$ cat src/rtl/fft_sequencer.sv
// fft_sequencer: top-level initiator for one FFT frame.
// Loads N = 2**NUMSTAGES samples and runs stages 0..NUMSTAGES-1 through the
// fft_stage_control en/stage_num/stage_done handshake. It then unloads the
// results in bit-reversed address order.
// Optional feature macro: STAGE_TIMEOUT_EN. It adds a per-stage watchdog and
// a sticky ERROR state, and drives err.
module fft_sequencer #(
  parameter int NUMSTAGES = 5,
  parameter int TIMEOUT   = 64
) (
  input  logic                 clk,
  input  logic                 rst_n,
  input  logic                 start,
  input  logic                 in_valid,
  output logic                 in_ready,
  output logic [NUMSTAGES-1:0] load_addr,
  output logic                 load_we,
  output logic                 stage_en,
  output logic [2:0]           stage_num,
  input  logic                 stage_done,
  output logic                 out_valid,
  input  logic                 out_ready,
  output logic [NUMSTAGES-1:0] unload_addr,
  output logic                 busy,
  output logic                 fft_done,
  output logic                 err
);

  localparam logic [NUMSTAGES-1:0] LAST_COUNT = '1;
  localparam logic [2:0]           LAST_STAGE = 3'(NUMSTAGES - 1);

  typedef enum logic [2:0] {
    IDLE,
    LOAD,
    RUN,
    GAP,
    UNLOAD
`ifdef STAGE_TIMEOUT_EN
    , ERROR
`endif
  } state_t;

  state_t                 state, state_next;
  logic [NUMSTAGES-1:0]   count, count_next;
  logic [2:0]             stage_q, stage_next;
  logic                   done_q, done_next;

  // Illegal parameter values (stage_num is only 3 bits wide) leave this marker scope in the hierarchy
  if (NUMSTAGES < 1 || NUMSTAGES > 8 || TIMEOUT < 1) begin : g_bad_params
  end

`ifdef STAGE_TIMEOUT_EN
  localparam int WD_W = $clog2(TIMEOUT + 1);
  logic [WD_W-1:0] wd_cnt;

  // Watchdog counts consecutive RUN cycles; it is held at zero elsewhere so every stage starts fresh
  always_ff @(posedge clk or negedge rst_n) begin
    if (!rst_n) begin
      wd_cnt <= '0;
    end else if (state == RUN) begin
      wd_cnt <= wd_cnt + 1'b1;
    end else begin
      wd_cnt <= '0;
    end
  end
`endif

  // State, shared load/unload counter, stage number and done-pulse registers
  always_ff @(posedge clk or negedge rst_n) begin
    if (!rst_n) begin
      state   <= IDLE;
      count   <= '0;
      stage_q <= '0;
      done_q  <= 1'b0;
    end else begin
      state   <= state_next;
      count   <= count_next;
      stage_q <= stage_next;
      done_q  <= done_next;
    end
  end

  // Next-state logic; the counter wraps to zero by itself on the last handshake of a phase
  always_comb begin
    state_next = state;
    count_next = count;
    stage_next = stage_q;
    done_next  = 1'b0;
    case (state)
      IDLE: begin
        if (start) begin
          state_next = LOAD;
          count_next = '0;
        end
      end
      LOAD: begin
        if (in_valid) begin
          count_next = count + 1'b1;
          if (count == LAST_COUNT) begin
            state_next = RUN;
            stage_next = '0;
          end
        end
      end
      RUN: begin
        if (stage_done) begin
          state_next = GAP;
        end
`ifdef STAGE_TIMEOUT_EN
        else if (wd_cnt == WD_W'(TIMEOUT - 1)) begin
          state_next = ERROR;
        end
`endif
      end
      GAP: begin
        if (stage_q == LAST_STAGE) begin
          state_next = UNLOAD;
          stage_next = '0;
        end else begin
          state_next = RUN;
          stage_next = stage_q + 3'd1;
        end
      end
      UNLOAD: begin
        if (out_ready) begin
          count_next = count + 1'b1;
          if (count == LAST_COUNT) begin
            state_next = IDLE;
            done_next  = 1'b1;
          end
        end
      end
`ifdef STAGE_TIMEOUT_EN
      ERROR: begin
        state_next = ERROR;
      end
`endif
      default: begin
        state_next = IDLE;
      end
    endcase
  end

  // Unload reads memory at the bit-reversed count so results leave in natural order
  always_comb begin
    unload_addr = '0;
    for (int i = 0; i < NUMSTAGES; i++) begin
      unload_addr[i] = count[NUMSTAGES-1-i];
    end
  end

  assign in_ready  = (state == LOAD);
  assign load_addr = count;
  assign load_we   = in_valid & in_ready;
  assign stage_en  = (state == RUN);
  assign stage_num = stage_q;
  assign out_valid = (state == UNLOAD);
  assign busy      = (state != IDLE);
  assign fft_done  = done_q;

`ifdef STAGE_TIMEOUT_EN
  assign err = (state == ERROR);
`else
  assign err = 1'b0;
`endif

endmodule
$ cat config.mk
export PLATFORM = sky130hd
export DESIGN_NAME = fft_sequencer
export DESIGN_NICKNAME = d
export VERILOG_FILES = /design/src/rtl/fft_sequencer.sv
export SDC_FILE = /design/constraint.sdc
export NUM_CORES = 1
export LEC_CHECK = 0
export CAP_MARGIN = 25
export CORE_MARGIN = 2
export CORE_UTILIZATION = 41
export CTS_CLUSTER_SIZE = 20
export DETAILED_ROUTE_END_ITERATION = 8
export GPL_ROUTABILITY_DRIVEN = 0
export PLACE_DENSITY = 0.71
export SETUP_SLACK_MARGIN = 0.02
export SYNTH_ARGS = -nofsm -noshare
export SYNTH_HDL_FRONTEND = slang
export SYNTH_SLANG_ARGS = --single-unit
$ cat constraint.sdc
create_clock -name clk -period 1.6 [get_ports clk]
set_input_delay 0.32 -clock clk [delete_from_list [all_inputs] [get_ports clk]]
set_output_delay 0.32 -clock clk [all_outputs]
set_load 0.03 [all_outputs]
---- Yosys cells after proc, flatten, opt, wreduce, memory -nomap -nowiden ----
Index checks and enable logic that the tools add are counted.
W data, S select, Z words.
storage, ports and cells
  bits in registers ....................... 12
  bits of input ports ..................... 6
  output and inout bits ................... 20
  word-level logic and storage cells ...... 44
operators by class
  add/sub/neg operators ................... 2
  equal/unequal tests ..................... 12
  muxes and demuxes ....................... 18
  bitwise logic cells ..................... 1
  reductions and logical operators ........ 7
operators by type and width
  kind                   count
  $mux W3                9
  $mux W5                3
  $pmux W3 S5            1
  $pmux W5 S3            1
  $ne A2 B1 Y1 const B   4
  $eq A3 B2 Y1 const B   2
  $eq A3 B3 Y1 const B   2
  $pmux W3 S2            1
  $reduce_and A6 Y1      1
  $reduce_bool A3 Y1     2
  $add A5 B1 Y5 const B  1
  $eq A5 B5 Y1 const B   1
  $ne A2 B2 Y1 const B   2
  $reduce_and A4 Y1      1
  $add A3 B1 Y3 const B  1
  $eq A3 B1 Y1 const B   1
  $logic_not A3 Y1       1
  $mux W1                3
  $reduce_and A3 Y1      1
  $reduce_bool A2 Y1     1
  $and A1 B1 Y1          1

---- Logic depth before layout (Yosys ltp) ----
Gate-level depths: netlist of run 1.
  word-level depth ........................ 4
  depth in mapped cells ................... 6
  gate-level depth less buffers ........... 6

---- Worst setup path before layout of run 1 ----
OpenSTA, ideal clock, no wires.
  path type ............................... register -> register
  from .................................... register count[0] (netlist: load_addr[0])
  to ...................................... register count[4] (netlist: load_addr[4])
  setup time .............................. 0.128 ns
  arrival time ............................ 1.560 ns
  path slack .............................. -0.087 ns
  cell stages (with the launch flop) ...... 6
  cells stage by stage .................... dfrtp_1 -> ha_1 -> and3_1 -> ha_1 -> nor3b_1 -> mux2_1
on the way
  cells in the longest elaborated chain, start to end .. 3
  elaborated cells on any way between the ends .. 4
  classes of those cells .................. add/sub: 1; mux: 3
RTL lines
  what                        RTL line  RTL
  start: declaration          44        logic [NUMSTAGES-1:0] count, count_next;
  start signal: assignment    77        count <= count_next;
  $add A5 B1 Y5 *             98, 126
  $mux W5 (on tied branches)  125, 97
  $pmux W5 S3 *               89        case (state)
Mark *: on every way between the ends. The rest lies on a longest branch, timed or not. The select of a mux whose other input is x is not followed.
A chain may end at the register's enable or synchronous reset.

---- Worst setup path after layout of run 1 ----
  from .................................... register state[0]
  to ...................................... output port stage_en
on the way
  cells in the longest elaborated chain, start to end .. 1
RTL lines
  what                      RTL line  RTL
  start: declaration        43        state_t state, state_next;
  start signal: assignment  76        state <= state_next;
  $eq A3 B2 Y1              155       assign stage_en = (state == RUN);
  end: declaration          18        output logic stage_en,
Every way passes these cells.

==> key figures, run 1 <==
Synth
  – Post-synthesis mux area share: 5.01%
  – Area contributors post-synth: dfrtp_1 35%, ha_1 5.9%, buf_4 5.3%, and4bb_2 2.9%, o21ai_0 2.9%
  – Synth Net Count: 98
  – Post-Synth XOR/XNOR Area: 1.03%
  – Synth Instances: approximately 90
  – Cell taking the most area after synthesis: dfrtp_1
  – Synthesized area: between 800 and 900 µm²
  – Avg Cell Area, Syn: around 9.6 µm²
  – Synth Area in Adders: under 10%
  – Simple-gate area share of the yosys netlist: 26.0%
  – Async set-reset flop share out of synthesis: 100%
  – Largest family of logic cells by synthesized area: simple AND/OR/NAND/NOR gates
  – Top cell type's share of synthesized area: a little over a third
  – Post-synthesis compound-gate area fraction: 15.9%
  – Most used DFF post-synth: dfrtp_1
  – Total of warnings raised by yosys: 0
  – Post-synthesis cell type count: 42
  – Post-synth EDFFs: 0
  – Sequential-to-total area share from yosys stat: a little over a third
  – #FFs+latches synth: 12

Final layout
  – Layout fillers: ~170
  – Layout cells sized above 1: 34.6%
  – Fin util: between 60% and 70%
  – Final #Nets: approximately 140
  – Layout area overhead: 55.0%
  – # diodes: 0

Critical path
  – Critical-path maximum fanout: 8
  – Critical Path RT: 1.28 ns
  – Crit end category: primary output
  – Reg2Reg Depth: 5
  – R2R Setup Slk: roughly 0.060 ns
  – Reg-to-reg critical path endpoint: load_addr[1]
  – FF-to-FF Start: state[0]
  – WS Path Type: register to primary output
  – CP arrival: approximately 1.3 ns
  – Startpoint Class: register

Floorplanning
  – Starting Density: 43.2%
  – Die width: between 40 and 50 µm
  – CORE AREA: ~2000 µm²
  – Die ar.: 2450 µm²
  – IO Count: 26
  – Height of the die: 49.5 µm
  – Cell Rows: 16

Route
  – Avg WL per Cell: about 14 µm
  – DRC marker count from the first detailed-route iteration: 20
  – Routed WL: between 2 and 2.5 mm
  – Vias per inst: about 5.3
  – Final antenna-violating net count: 0
  – DR pass1 iterations: 4
  – Post-route DRC: 0
  – Vias post-DR: between 800 and 900

STA
  – Max-slew violation total from the final report: 0
  – Unrepaired setup endpoints after global routing: true
  – Setup-failing EPs final: 3
  – Achievable clock frequency: a little over 0.6 GHz
  – Post-route clock period utilization: 103%
  – Worst setup margin: -0.0431 ns
  – Final critical-path required period: about 1.6 ns
  – Final hold viol count: 0
  – Setup TNS: -0.0901 ns
  – Worst Skew: 0.00283 ns

Outcome
  – Failing checks: negative setup slack
  – Status: complete, but fails checks

Global routing
  – First-pass GRT wire length: roughly 3.0 mm
  – Gr ovfl total: 0
  – GR Util All Layers: roughly 15%
  – Vias in the first global route: between 600 and 700
  – Pin count of the biggest net entering global routing: 22
  – Antenna violations before repair: 0

Run
  – # Max-Cap Violations: 0

CTS
  – Max clock buf depth: 2
  – Sink Count: 12
  – Clock transition at path regs: 0.08 ns
  – Root Buffer: clkbuf_4
  – Later-pin clock latency in the skew report: roughly 0.27 ns
  – CTS tree: done
  – # H-tree levels: 1
  – CTS Buf Count: 3

Pwr
  – Power per cell area: roughly 1800 nW/µm²
  – LEAKAGE: about 0.00067 µW
  – Max VDD drop: between 1 and 1.5 mV

Min path
  – HP Class: input port to asynchronous set/reset pin

Placed design
  – HPWL after DPL: 1.32 mm
  – Port bufs: 24
[worst max path at each step]
stage | from | to | slack (ns) | depth (start not counted)
after floorplan | load_addr[1] | load_addr[4] | 0.007 | 5
after global placement | in_valid | load_addr[1] | -0.09 | 4
after detailed placement | in_valid | load_addr[1] | -0.14 | 4
after CTS | state[2] | stage_en | -0.12 | 4
after global routing | state[0] | stage_en | -0.10 | 4
final | state[0] | stage_en | -0.04 | 4
[sequential cells by signal (all words and copies together) (netlist names)]
signal / count
load_addr: 5
fft_done: 1
state: 3
stage_num: 3
[cell usage in the layout, fill, tap and decap left out, types with 2 or more instances in the layout]
cell,synthesis,routed
buf_4,6,15
dlygate4sd2_1,0,14
dfrtp_1,12,9
buf_6,1,7
nand2_1,6,6
o21ai_0,5,5
clkdlybuf4s50_1,0,5
inv_1,3,3
nor2_1,4,3
nand3_1,3,3
clkbuf_4,0,3
dfrtp_2,0,3
and3_1,2,2
nand2b_1,2,2
and4bb_2,2,2
a21oi_1,2,2
nor3b_1,2,2
mux2_1,2,2
nor2b_1,2,2
ha_2,0,2
ha_1,4,2
buf_2,4,2
clkbuf_16,0,2
[what timing repair did]
item                                    4_1_cts  5_1_grt
hold buffers                                  0        0
pin swaps                                     0        5
cloned                                        0        3
gates resized for setup                      19       19
buffers inserted                              0       10
endpoints found under the setup margin       19        8
[logic make-up (layout without fill, tap and decap cells)]
family / count (synthesis) / in the layout
flip-flops: 12 / 12
XOR/XNOR: 1 / 1
other: 1 / 1
multiplexers: 4 / 4
AO/OA/AOI/OAI: 18 / 18
buffers and inverters: 14 / 53
adder cells (fa/ha/maj): 4 / 4
AND/OR/NAND/NOR: 34 / 34
[through the flow]
stage               instance area [µm²]  setup slack (ns)  cells  hold WS [ns]  total power, µW
floorplan                           853           0.00674     88        0.0244             1400
global placement                   1110           -0.0941    137         0.547             1790
detailed placement                 1110            -0.143    137         0.553             1810
CTS                                1140            -0.119    141         0.350             2000
global route                       1320            -0.104    154         0.359             2540
finish                             1320           -0.0431    154         0.348             2390
[power breakdown]
| group | switching [µW] | total [µW] | leakage (µW) | internal [µW] |
|---|---|---|---|---|
| clock network | 107 | 245 | 0.0000210 | 138 |
| registers | 103 | 508 | 0.000153 | 405 |
| logic | 849 | 1640 | 0.000494 | 791 |
[per-layer routing]
layer	GRT usage (%)	share of wire [%]
met1	22.4	45
met2	23.2	50
met3	1.21	2.7
met4	6.94	1.7
met5	0	0
[synth_stat cells (3+ instances only)]
cell / n
inv_1: 3
ha_1: 4
o21ai_0: 5
nor2_1: 4
nand2_1: 6
nand3_1: 3
dfrtp_1: 12
buf_4: 6
buf_2: 4
[worst max-delay path, cell delays in order, from the launching register on]
cell and delay [ns]:
dfrtp_1 0.41, buf_6 0.15, or2_4 0.26, nor2_4 0.10, buf_6 0.13
[layout make-up]
type / instances / area, µm² / share of cell area, %
Sequential cell: 12 / 304 / 23.1
Timing Repair Buffer: 46 / 444 / 33.8
Tap cell: 27 / 33.8 / 2.57
Multi-Input combinational cell: 62 / 485 / 36.9
Clock buffer: 4 / 36.3 / 2.76
Inverter: 3 / 11.3 / 0.856
Note: power is estimated with default switching activity, not from simulation.
==> run 2: changes to the inputs <==
CORE_UTILIZATION = 43   (was 41)
CTS_BUF_LIST = sky130_fd_sc_hd__clkbuf_4 sky130_fd_sc_hd__clkbuf_8   (was unset)
PLACE_DENSITY = 0.74   (was 0.71)
==> run 2 against run 1 <==
  * The run still ends with negative setup slack left
  * Clock-buffer cell count unchanged
  * Register-to-register slack got worse by 0.13 ns
  * Worst setup slack worse by 0.023 ns
  * Largest power group unchanged
  * Highest routed layer unchanged
==> key figures, run 2 (synthesis gave the netlist of run 1 again) <==
Outcome
  – Status: complete, but fails checks (unchanged)
  – Failing checks: negative setup slack (unchanged)

Final layout
  – Fin util: 73.7% (was 67.0%)
  – Layout fillers: 129 (was 166)
  – Commonest non-fill, non-tap cell in the layout: buf_4 (unchanged)
  – Commonest cells after routing, fill and taps aside: 16 x buf_4, 14 x dlygate4sd2_1, 10 x dfrtp_1, 10 x buf_6, 6 x nand2_1 (was 15 x buf_4, 14 x dlygate4sd2_1, 9 x dfrtp_1)
  – Layout area overhead: 65.2% (was 55.0%)
  – Final #Nets: 140 (was 138)
  – # diodes: 0 (unchanged)
  – Layout cells sized above 1: 39.5% (was 34.6%)
  – Max FFs per register: 5 (unchanged)

Floorplanning
  – Die ar.: 2340 µm² (was 2450 µm²)
  – Starting Density: 44.6% (was 43.2%)
  – Die width: 48.4 µm (was 49.5 µm)
  – IO Count: 26 (unchanged)
  – Cell Rows: 16 (unchanged)
  – CORE AREA: 1900 µm² (was 1960 µm²)
  – Height of the die: 48.4 µm (was 49.5 µm)

STA
  – Achievable clock frequency: 0.600 GHz (was 0.609 GHz)
  – Final hold viol count: 0 (unchanged)
  – Post-route clock period utilization: 104% (was 103%)
  – Fin Hold WS: 0.348 ns (about the same)
  – Final critical-path required period: 1.67 ns (was 1.64 ns)
  – Worst setup margin: -0.0658 ns (was -0.0431 ns)
  – Max-slew violation total from the final report: 0 (unchanged)
  – Unrepaired setup endpoints after global routing: true (unchanged)
  – Setup-failing EPs final: 5 (was 3)
  – Worst Skew: 0.000725 ns (was 0.00283 ns)

CTS
  – CTS tree: done (unchanged)
  – Clock transition at path regs: 0.08 ns (about the same)
  – CTS Buf Count: 3 (unchanged)
  – CTS Hold Buffers Added: 0 (unchanged)
  – Max clock buf depth: 2 (unchanged)
  – Sink Count: 12 (unchanged)
  – # H-tree levels: 1 (unchanged)
  – Later-pin clock latency in the skew report: 0.27 ns (about the same)
  – Root Buffer: clkbuf_4 (unchanged)

Pwr
  – Design Power: 2590 µW (was 2390 µW)
  – Max VDD drop: 0.974 mV (was 1.10 mV)
  – Power per cell area: 1840 nW/µm² (was 1820 nW/µm²)
  – LEAKAGE: 0.000708 µW (was 0.000668 µW)

Critical path
  – Reg-to-reg critical path endpoint: state[0] (was load_addr[1])
  – WS Path Type: register to register (was register to primary output)
  – Critical Path RT: 1.82 ns (was 1.28 ns)
  – FF-to-FF Start: load_addr[0] (was state[0])
  – Reg2Reg Depth: 6 (was 5)
  – R2R Setup Slk: -0.07 ns (was 0.06 ns)
  – Critical-path maximum fanout: 4 (was 8)
  – Crit end category: register (was primary output)
  – Startpoint Class: register (unchanged)
  – CP arrival: 1.88 ns (was 1.32 ns)

Route
  – Avg WL per Cell: 16.1 µm (was 14.5 µm)
  – DRC marker count from the first detailed-route iteration: 22 (was 20)
  – Vias post-DR: 871 (was 814)
  – Final antenna-violating net count: 0 (unchanged)
  – Vias per inst: 5.58 (was 5.29)
  – Post-route DRC: 0 (unchanged)
  – Routed WL: 2.52 mm (was 2.23 mm)
  – DR pass1 iterations: 4 (unchanged)

Global routing
  – GR Util All Layers: 22.5% (was 15.4%)
  – Pin count of the biggest net entering global routing: 13 (was 22)
  – First-pass GRT wire length: 4.15 mm (was 2.99 mm)
  – Vias in the first global route: 890 (was 646)
  – Gr ovfl total: 0 (unchanged)
  – Antenna violations before repair: 0 (unchanged)

Run
  – # Max-Cap Violations: 0 (unchanged)

Placed design
  – Port bufs: 24 (unchanged)
  – HPWL after DPL: 1.40 mm (was 1.32 mm)

Min path
  – HP Class: input port to asynchronous set/reset pin (unchanged)
run 2: worst max-delay path: stages (launching register included):
cell	delay (ns)
dfrtp_2	0.38
ha_2	0.18
and3_1	0.17
ha_2	0.23
nand3_1	0.14
a311oi_1	0.35
a31o_2	0.15
run 2: layout make-up:
type,count,area [µm²],share of cell area [%]
multi-input cells,62,547,39.0
repair buffers,48,470,33.6
flip-flops and latches,12,303,21.6
clock buffers,4,36.3,2.59
well taps,27,33.8,2.41
inverters,3,11.3,0.804
run 2: stage by stage:
stage | TNS, ns | cells | setup slack (ns) | area [µm²]
detailed placement | -0.400 | 137 | -0.159 | 1110
global placement | -0.222 | 137 | -0.0930 | 1110
global route | -0.462 | 156 | -0.160 | 1400
finish | -0.0843 | 156 | -0.0658 | 1400
CTS | -0.0742 | 153 | -0.0449 | 1330
floorplan | 0 | 88 | 0.00674 | 853
run 2: worst max-delay path by stage:
stage	start	to	slack, ns
6_report	load_addr[0]	state[0]	-0.07
3_5_place_dp	in_valid	load_addr[4]	-0.16
4_1_cts	state[2]	busy	-0.04
2_1_floorplan	load_addr[1]	load_addr[4]	0.007
5_1_grt	load_addr[0]	state[0]	-0.16
3_3_place_gp	in_valid	load_addr[4]	-0.09
run 2: where the power goes:
part           leakage [µW]  total [µW]  internal, µW  switching [µW]
clock network     0.0000210         245           138             107
logic              0.000533        1840           926             915
registers          0.000154         499           403            95.9
total              0.000708        2590          1470            1120
run 2: metal layers:
metal  track usage (%)  share of wire, %
met5                 0                 0
met4              9.05               1.3
met3              3.70               2.9
met2              38.0                52
met1              28.7                44
run 2: timing repair:
action,4_1_cts,5_1_grt
resized for setup,36,16
cloned,1,0
buffers inserted,11,3
setup endpoints to repair,19,12
pin swaps,4,5
==> run 3: changes to the inputs <==
CTS_CLUSTER_DIAMETER = 80   (was unset)
==> results of run 3 <==
Same layout as run 2: the final DEF is identical, and so are final timing and power.
